===== src/rtl/seg7_scan_driver.sv =====
// Multiplexed 7-segment display scanner.
// Each digit gets a slot of REFRESH_DIV clocks; the first DEAD_CYCLES clocks of every slot
// keep all anodes off to avoid ghosting. New values are captured into a shadow register on
// load and promoted to the display register only at a frame boundary, so a frame never
// shows a mix of old and new digits.
// Optional macro SEG7_HEX_EN: decode codes 10..15 as A,b,C,d,E,F instead of blanking them.
module seg7_scan_driver #(
  parameter int unsigned NUM_DIGITS  = 4,
  parameter int unsigned REFRESH_DIV = 100000,
  parameter int unsigned DEAD_CYCLES = 2
) (
  input  logic                    clk,
  input  logic                    rst_n,
  input  logic                    load,
  input  logic [4*NUM_DIGITS-1:0] value,
  input  logic [NUM_DIGITS-1:0]   dp,
  input  logic                    lzb_en,
  output logic [NUM_DIGITS-1:0]   an_n,
  output logic [6:0]              seg_n,
  output logic                    dp_n,
  output logic                    slot_tick
);

  localparam int unsigned CNT_W = (REFRESH_DIV > 1) ? $clog2(REFRESH_DIV) : 1;
  localparam int unsigned IDX_W = (NUM_DIGITS > 1) ? $clog2(NUM_DIGITS) : 1;
  localparam logic [CNT_W-1:0] CNT_MAX = CNT_W'(REFRESH_DIV - 1);
  localparam logic [CNT_W-1:0] CNT_DEAD = CNT_W'(DEAD_CYCLES);
  localparam logic [IDX_W-1:0] IDX_MAX = IDX_W'(NUM_DIGITS - 1);

  logic [CNT_W-1:0]          cnt_q, cnt_d;
  logic [IDX_W-1:0]          idx_q, idx_d;
  logic                      cnt_wrap, frame_end;

  logic [4*NUM_DIGITS-1:0]   shadow_value_q;
  logic [NUM_DIGITS-1:0]     shadow_dp_q;
  logic                      shadow_lzb_q;
  logic [4*NUM_DIGITS-1:0]   disp_value_q;
  logic [NUM_DIGITS-1:0]     disp_dp_q;
  logic                      disp_lzb_q;

  logic [3:0]                sel_code;
  logic                      sel_dp, sel_blank, upper_zero, dead;
  logic [NUM_DIGITS-1:0]     an_d;
  logic [6:0]                seg_d;
  logic                      dp_d;

  logic [NUM_DIGITS-1:0]     an_q;
  logic [6:0]                seg_q;
  logic                      dp_q;
  logic                      tick_q;

  // Active-high glyph {a,b,c,d,e,f,g}; all-zero means blank.
  function automatic logic [6:0] glyph(input logic [3:0] code);
    logic [6:0] g;
    case (code)
      4'd0:    g = 7'b1111110;
      4'd1:    g = 7'b0110000;
      4'd2:    g = 7'b1101101;
      4'd3:    g = 7'b1111001;
      4'd4:    g = 7'b0110011;
      4'd5:    g = 7'b1011011;
      4'd6:    g = 7'b1011111;
      4'd7:    g = 7'b1110000;
      4'd8:    g = 7'b1111111;
      4'd9:    g = 7'b1111011;
`ifdef SEG7_HEX_EN
      4'd10:   g = 7'b1110111;
      4'd11:   g = 7'b0011111;
      4'd12:   g = 7'b1001110;
      4'd13:   g = 7'b0111101;
      4'd14:   g = 7'b1001111;
      4'd15:   g = 7'b1000111;
`endif
      default: g = 7'b0000000;
    endcase
    return g;
  endfunction

  // Refresh counter and digit index next state.
  always_comb begin
    cnt_wrap  = (cnt_q == CNT_MAX);
    frame_end = cnt_wrap && (idx_q == IDX_MAX);
    cnt_d     = cnt_wrap ? '0 : cnt_q + 1'b1;
    idx_d     = idx_q;
    if (cnt_wrap) begin
      idx_d = (idx_q == IDX_MAX) ? '0 : idx_q + 1'b1;
    end
  end

  // Select the current digit and work out leading-zero blanking from the top down.
  always_comb begin
    sel_code   = 4'd0;
    sel_dp     = 1'b0;
    sel_blank  = 1'b0;
    upper_zero = 1'b1;
    for (int k = NUM_DIGITS - 1; k >= 0; k--) begin
      upper_zero = upper_zero && (disp_value_q[4*k +: 4] == 4'd0);
      if (IDX_W'(k) == idx_q) begin
        sel_code  = disp_value_q[4*k +: 4];
        sel_dp    = disp_dp_q[k];
        sel_blank = disp_lzb_q && upper_zero && (k != 0);
      end
    end
  end

  // Next values of the registered display outputs.
  always_comb begin
    dead = (cnt_q < CNT_DEAD);
    for (int k = 0; k < NUM_DIGITS; k++) begin
      an_d[k] = dead || (IDX_W'(k) != idx_q);
    end
    seg_d = sel_blank ? 7'b1111111 : ~glyph(sel_code);
    dp_d  = dead || !sel_dp;
  end

  // Scan state and registered outputs.
  always_ff @(posedge clk or negedge rst_n) begin
    if (!rst_n) begin
      cnt_q  <= '0;
      idx_q  <= '0;
      an_q   <= '1;
      seg_q  <= 7'b1111111;
      dp_q   <= 1'b1;
      tick_q <= 1'b0;
    end else begin
      cnt_q  <= cnt_d;
      idx_q  <= idx_d;
      an_q   <= an_d;
      seg_q  <= seg_d;
      dp_q   <= dp_d;
      tick_q <= cnt_wrap;
    end
  end

  // Shadow capture; last load wins.
  always_ff @(posedge clk or negedge rst_n) begin
    if (!rst_n) begin
      shadow_value_q <= '0;
      shadow_dp_q    <= '0;
      shadow_lzb_q   <= 1'b0;
    end else if (load) begin
      shadow_value_q <= value;
      shadow_dp_q    <= dp;
      shadow_lzb_q   <= lzb_en;
    end
  end

  // Display register: promote at frame boundary; a coincident load bypasses the shadow.
  always_ff @(posedge clk or negedge rst_n) begin
    if (!rst_n) begin
      disp_value_q <= '0;
      disp_dp_q    <= '0;
      disp_lzb_q   <= 1'b0;
    end else if (frame_end) begin
      if (load) begin
        disp_value_q <= value;
        disp_dp_q    <= dp;
        disp_lzb_q   <= lzb_en;
      end else begin
        disp_value_q <= shadow_value_q;
        disp_dp_q    <= shadow_dp_q;
        disp_lzb_q   <= shadow_lzb_q;
      end
    end
  end

  assign an_n      = an_q;
  assign seg_n     = seg_q;
  assign dp_n      = dp_q;
  assign slot_tick = tick_q;

endmodule


===== config.mk =====
export PLATFORM = sky130hd
export DESIGN_NAME = seg7_scan_driver
export DESIGN_NICKNAME = d
export VERILOG_FILES = /design/src/rtl/seg7_scan_driver.sv
export SDC_FILE = /design/constraint.sdc
export NUM_CORES = 1
export LEC_CHECK = 0
export ABC_AREA = 1
export ABC_CLOCK_PERIOD_IN_PS = 2900
export CAP_MARGIN = 15
export CORE_UTILIZATION = 48
export CTS_BUF_LIST = sky130_fd_sc_hd__clkbuf_8 sky130_fd_sc_hd__clkbuf_16
export CTS_CLUSTER_DIAMETER = 80
export DETAILED_ROUTE_END_ITERATION = 16
export PLACE_DENSITY = 0.66
export SLEW_MARGIN = 20
export SYNTH_ARGS = -nofsm -noshare
export SYNTH_HDL_FRONTEND = slang
export SYNTH_SLANG_ARGS = --single-unit

===== constraint.sdc =====
create_clock -name clk -period 2.9 [get_ports clk]
set_clock_uncertainty 0.15 [all_clocks]
set_input_delay 0.435 -clock clk [delete_from_list [all_inputs] [get_ports clk]]
set_output_delay 0.435 -clock clk [all_outputs]
set_load 0.05 [all_outputs]

==> metrics.txt, run 1 <==
worst endpoint required time 3.01 ns; Cells after DPL 577; DR vias 2,788; overall die height 90.6 µm; Bufs on Longest Clock Path 2; later-pin clock latency in the skew report 0.34 ns; largest cells by area after synthesis dfrtp_1 41%, nand2_1 14%, dfstp_2 8.4%; Multi-input gate area 1560 µm²; r2r endpoint seg_n[2]; clock sinks 74; per-cell routed wire length 11.8 µm; Slew HR 57.1%; min cycle time layout 2.33 ns; DRC 0; Routed WL 6990 µm; Max rail drop VDD 0.264 mV; power density cells 445 nW/µm²; post-synth top area cell dfrtp_1; Yosys reg bits 74; status finished clean; crit path kind reg -> reg; number of antenna diodes 0; Slew Limit Fails 0; Reg clk slew, reported paths 0.07 ns; largest net degree at the start of global routing 47; crit share post-route 80.4%; Vias/cell 4.70; # setup viols final 0; Main synth FF type dfrtp_1; sequential fraction of the synthesis area 49.6%; startpoint types flip-flop; first drt pass iteration count 4; pre-CTS setup slack 0.581 ns; antenna violations before repair 0; ys async rst share 100%; Final Hold Viols 0; vias in the first global route 2,795; # rows 31; Die Span X 90.6 µm; reg2reg start idx_q[1]; Max-Cap Viols 0; synthesized area 3760 µm²; H-Tree Depth 3; I/O pin total 37; Worst R2R Path Depth 10; Nets 524; layout cells sized above 1 17.2%; final setup margin 0.570 ns; tightest hold margin 0.320 ns; yosys warns 0; Slew @ Worst Pin 0.643 ns; Inserted Clock Buffers 9; post-route ant nets 0; drt initial violations 159; crit path capture seg_n[2]; worst reg2reg setup slack 0.57 ns; worst min path class reg -> reg; global-route wire length before repair 12,800 µm; DPL Wire Length 5160 µm; Syn Inst Count 451; register area 1870 µm²; Setup Fix Bufs, Post-CTS 0; static leakage 2.21 nW; Port Buffers 36; Syn Area/Cell 8.35 µm²; Final Core Density 59.3%; Synth top area share 41.2%; die area 8200 µm²; core box area 7410 µm²; global route overflow 0; gr usage total 19.6%; RSZ-0062 raised after global routing false; Layout area overhead 16.8%; Critical Path End Type flip-flop; Filler cells 677; final setup TNS 0 ns; CP max FO 12; CP arrival 2.44 ns; Post-synth EDFFs 0; Clock Tree Root clkbuf_8; CTS tree yes; fmax 429 MHz; fin cells 593; Initial Util 50.8%; Synth cell types 32; gpl congestion 0.886; Syn Nets 485; critical path launch point idx_q[1]
==> worst min path at each step <==
stage                            startpoint           endpoint  slack [ns]  depth (start not counted)
after floorplan                       rst_n           cnt_q[0]       -0.01                          0
after global placement    shadow_value_q[1]  shadow_value_q[1]        0.30                          2
after detailed placement  shadow_value_q[1]  shadow_value_q[1]        0.31                          2
after CTS                 shadow_value_q[6]  shadow_value_q[6]        0.33                          2
after global routing      shadow_value_q[6]  shadow_value_q[6]        0.34                          2
final                     shadow_value_q[6]  shadow_value_q[6]        0.32                          2
==> power by group <==
group	internal (mW)	leakage [nW]	switching, mW
sequential	1.06	0.830	0.00703
combinational	0.0459	1.28	0.0636
clock	0.415	0.102	0.368
==> through the flow <==
| stage | cell area [µm²] | power (mW) |
|---|---|---|
| finish | 4400 | 1.96 |
| global placement | 4200 | 1.19 |
| detailed placement | 4200 | 1.20 |
| global route | 4400 | 2.04 |
| CTS | 4400 | 1.99 |
| floorplan | 3760 | 1.13 |
==> layout by cell type (no fill, tap or decap) <==
cell / synthesis / routed
bufinv_16: 0 / 1
dlygate4sd3_1: 0 / 1
nor3_2: 1 / 1
or2_0: 1 / 1
dfrtp_1: 62 / 62
buf_12: 0 / 1
o21ai_0: 1 / 1
clkbuf_8: 0 / 10
or2_2: 3 / 3
ha_1: 10 / 10
nor4_1: 2 / 2
nor2_1: 33 / 33
dfstp_2: 12 / 12
o21ai_2: 21 / 21
nand3b_1: 1 / 1
nand3_4: 1 / 1
nor3_4: 2 / 2
nor2_4: 1 / 1
nand3_1: 27 / 27
xor2_1: 8 / 8
or2_1: 1 / 1
o21ai_1: 1 / 1
inv_6: 0 / 1
nand2_1: 136 / 136
clkdlybuf4s50_1: 0 / 35
nand4_1: 5 / 5
buf_4: 1 / 2
nand3_2: 1 / 1
clkinv_2: 0 / 3
inv_1: 65 / 65
inv_2: 2 / 2
o31ai_1: 1 / 1
nor3_1: 3 / 3
a21oi_1: 16 / 16
buf_2: 3 / 1
nand2_2: 22 / 22
==> registers in the layout, summed over array words and instances, names as in the netlist, 2 cells and up <==
register and flops:
disp_value_q 16, shadow_dp_q 4, seg_n 7, an_n 4
shadow_value_q 16, cnt_q 17, idx_q 2, disp_dp_q 4
==> routing by layer <==
| metal | GRT usage (%) | up-vias | wire [µm] |
|---|---|---|---|
| li1 | - | 1465 | - |
| met1 | 27.2 | 1271 | 3480 |
| met2 | 30.2 | 47 | 3200 |
| met3 | 3.96 | 5 | 232 |
| met4 | 7.26 | 0 | 76 |
| met5 | 0 | - | 0 |
==> logic make-up after synthesis <==
family,synth area share (%)
fa+ha+maj,3.32
simple gates,28.9
flops,49.6
buf+inv,8.88
xor+xnor,1.86
compound gates,7.48
==> timing repair <==
| item | CTS | global route |
|---|---|---|
| hold endpoints to repair | 16 | 0 |
| gates resized for setup | 0 | 0 |
| endpoints found under the setup margin | 0 | 0 |
| hold buffers | 1 | 0 |
==> final cells by class <==
| class | count | area share (%) |
|---|---|---|
| sequential | 74 | 42.5 |
| multi-input combinational | 298 | 35.5 |
| timing repair buffer | 40 | 9.11 |
| inverter | 67 | 5.72 |
| clock buffer | 10 | 3.13 |
| tap | 99 | 2.82 |
| clock inverter | 5 | 1.22 |
==> Yosys cell counts (2+ instances only) <==
library cell and n:
buf_1 2, clkbuf_1 2, nand2_2 22, nor3_4 2
nand4_1 5, nor2_1 33, nand3_1 27, nand2_1 136
or2_2 3, dfrtp_1 62, xor2_1 8, buf_2 3
a21oi_1 16, nor4_1 2, dfstp_2 12, nor3_1 3
inv_1 65, ha_1 10, inv_2 2, buf_6 4
o21ai_2 21
==> critical path, cell delays in order (launching register included) <==
cell,delay [ns]
dfrtp_1,0.40
inv_1,0.10
ha_1,0.39
inv_1,0.19
nor2_1,0.13
nor2_1,0.06
a21oi_1,0.33
ha_1,0.21
nand3_1,0.10
a21oi_1,0.14
nand2_1,0.06
(Power assumes the default switching activity.)
==> run 2, diff against run 1 <==
- ABC_CLOCK_PERIOD_IN_PS: 2900 -> 1900
- PLACE_DENSITY: 0.66 -> 0.69
- clock period: 2.9 -> 1.9 ns (I/O delays scaled with it)
==> metrics.txt, run 2 (same netlist as run 1, synthesis figures left out) <==
Clock Tree Root clkbuf_8; leading cell type in the layout, fill and taps excluded nand2_1; Die Span X 90.6 µm (unchanged); DPL Wire Length 5180 µm (+0.42%); gr usage total 20.5% (+0.86 points); commonest non-fill, non-tap cells in the layout 121 x nand2_1, 62 x dfrtp_1, 56 x inv_1; Max-Cap Viols 0 (unchanged); die area 8200 µm² (unchanged); post-route ant nets 0 (unchanged); DR vias 3,097 (+11%); Final Hold Viols 0 (unchanged); Max rail drop VDD 0.435 mV (+65%); CP arrival 2.06 ns (-0.38 ns); worst endpoint required time 2.03 ns (-0.98 ns); # rows 31 (unchanged); Final Instance Area 5020 µm² (+14%); # setup viols final 4 (+4); first drt pass iteration count 4 (unchanged); global route overflow 0 (unchanged); tightest hold margin 0.289 ns (-0.0319 ns); Initial Util 50.8% (unchanged); Inserted Clock Buffers 9 (unchanged); reg2reg start idx_q[0]; Slew HR 60.0% (+2.9 points); fmax 517 MHz (+21%); final setup margin -0.0326 ns (-0.602 ns); Largest register FFs 17 (unchanged); r2r endpoint seg_n[3]; DRC 0 (unchanged); RSZ-0062 raised after global routing true; per-cell routed wire length 14.2 µm (+20%); Bufs on Longest Clock Path 2 (unchanged); Worst R2R Path Depth 12 (+2); Vias/cell 4.93 (+4.9%); global-route wire length before repair 13,300 µm (+3.9%); crit-path max cell delay 0.45 ns (+0.05 ns); min cycle time layout 1.93 ns (-0.398 ns); status finished, violations left; vias in the first global route 2,897 (+3.6%); pre-CTS setup slack -0.128 ns (-0.710 ns); CP max FO 5 (-7); Crit path max-delay family simple AND/OR/NAND/NOR gates; Reg with most FFs cnt_q; Layout area overhead 33.3%; Regs by FF count cnt_q x17, disp_value_q x16, shadow_value_q x16; Worst path slowest cell dfrtp_1; Reg clk slew, reported paths 0.08 ns (about the same); worst path cell trace buf_6 > ha_4 > inv_4 > nor2_4 > nor2_4 > nand2_1 > nand2_2 > ha_4 > inv_2 > nand2_2 > nand3_2 > nand3_2; Port Buffers 36 (unchanged); Slew @ Worst Pin 0.599 ns (-0.0438 ns); final setup TNS -0.0699 ns (-0.0699 ns); largest net degree at the start of global routing 75 (+60%); failing checks setup timing; later-pin clock latency in the skew report 0.36 ns (+0.02 ns); Nets 558 (+6.5%); I/O pin total 37 (unchanged); startpoint types flip-flop; number of antenna diodes 0 (unchanged); power density cells 665 nW/µm² (+49%); layout cells sized above 1 35.2% (+18 points); crit path kind reg -> reg; crit share post-route 102% (+21 points); antenna violations before repair 0 (unchanged); worst reg2reg setup slack -0.03 ns (-0.60 ns); Slew Limit Fails 0 (unchanged); CTS tree yes; Cell Area, Placed 4300 µm² (+2.4%); worst min path class in -> async; core box area 7410 µm² (unchanged); total power 3.34 mW (+71%); static leakage 2.45 nW (+11%); Critical Path End Type flip-flop; gpl congestion 0.860 (-2.9%); Routed WL 8910 µm (+28%); clock sinks 74 (unchanged); drt initial violations 183 (+15%); overall die height 90.6 µm (unchanged); H-Tree Depth 3 (unchanged); crit path buf inv count 3 (+1)
## run 2: cell count changes in the layout (fill, tap and decap cells not counted), moves of 5 or more
cell             change
buf_4               +39
inv_1                -9
a21oi_2              +5
nand2_2             +12
ha_4                 +6
clkdlybuf4s50_1     -13
ha_1                -10
a21oi_1              -6
nand2_1             -15
nand3_1              -9
nand3_2              +8
inv_2                +6
## run 2: metrics by stage
step	util (%)	cells
5_1_grt	67.7	628
6_report	67.7	628
3_3_place_gp	58.0	593
2_1_floorplan	-	451
3_5_place_dp	58.0	593
4_1_cts	63.1	615
## run 2: cell type report
cell class | instances | area, µm²
clock inverter | 5 | 100
sequential | 74 | 1870
timing repair buffer | 74 | 711
multi-input combinational | 298 | 1810
fill | 585 | 2390
clock buffer | 11 | 151
tap | 99 | 124
inverter | 67 | 259
## run 2: repair_timing
| action | in CTS | in global routing |
|---|---|---|
| pin swaps | 5 | 18 |
| gates resized for setup | 19 | 53 |
| setup endpoints to repair | 7 | 27 |
| hold endpoints to repair | 62 | 0 |
| setup buffers | 5 | 10 |
| cloned | 0 | 4 |
| hold buffers | 1 | 0 |
## run 2: routing by layer
layer / part of all wire (%) / vias up / track usage, %
met5: 0 / - / 0
met4: 2.7 / 0 / 8.87
met3: 4.4 / 21 / 4.21
met2: 49 / 87 / 31.6
met1: 44 / 1449 / 27.8
li1: - / 1540 / -
## run 2: how the worst max path moves through the flow
stage / startpoint / end / slack [ns] / depth (start not counted)
after global routing: idx_q[0] / seg_n[3] / -0.13 / 12
after floorplan: idx_q[0] / seg_n[3] / 0.005 / 14
after detailed placement: idx_q[1] / seg_n[2] / -0.13 / 10
after CTS: idx_q[0] / seg_n[3] / 0.007 / 12
after global placement: idx_q[0] / seg_n[3] / -0.04 / 11
final: idx_q[0] / seg_n[3] / -0.03 / 12
## run 2: worst reg2reg max path: stages, from the launching register on
cell and delay (ns):
dfrtp_1 0.45, buf_6 0.15, ha_4 0.18, inv_4 0.09
nor2_4 0.04, nor2_4 0.11, nand2_1 0.09, nand2_2 0.12
ha_4 0.22, inv_2 0.05, nand2_2 0.06, nand3_2 0.08
nand3_2 0.07
## run 2: report_power, final
group	internal [mW]	switching, mW	leakage, nW	total, mW
combinational	0.0703	0.0985	1.49	0.169
clock	0.940	0.606	0.129	1.55
sequential	1.61	0.0106	0.830	1.62
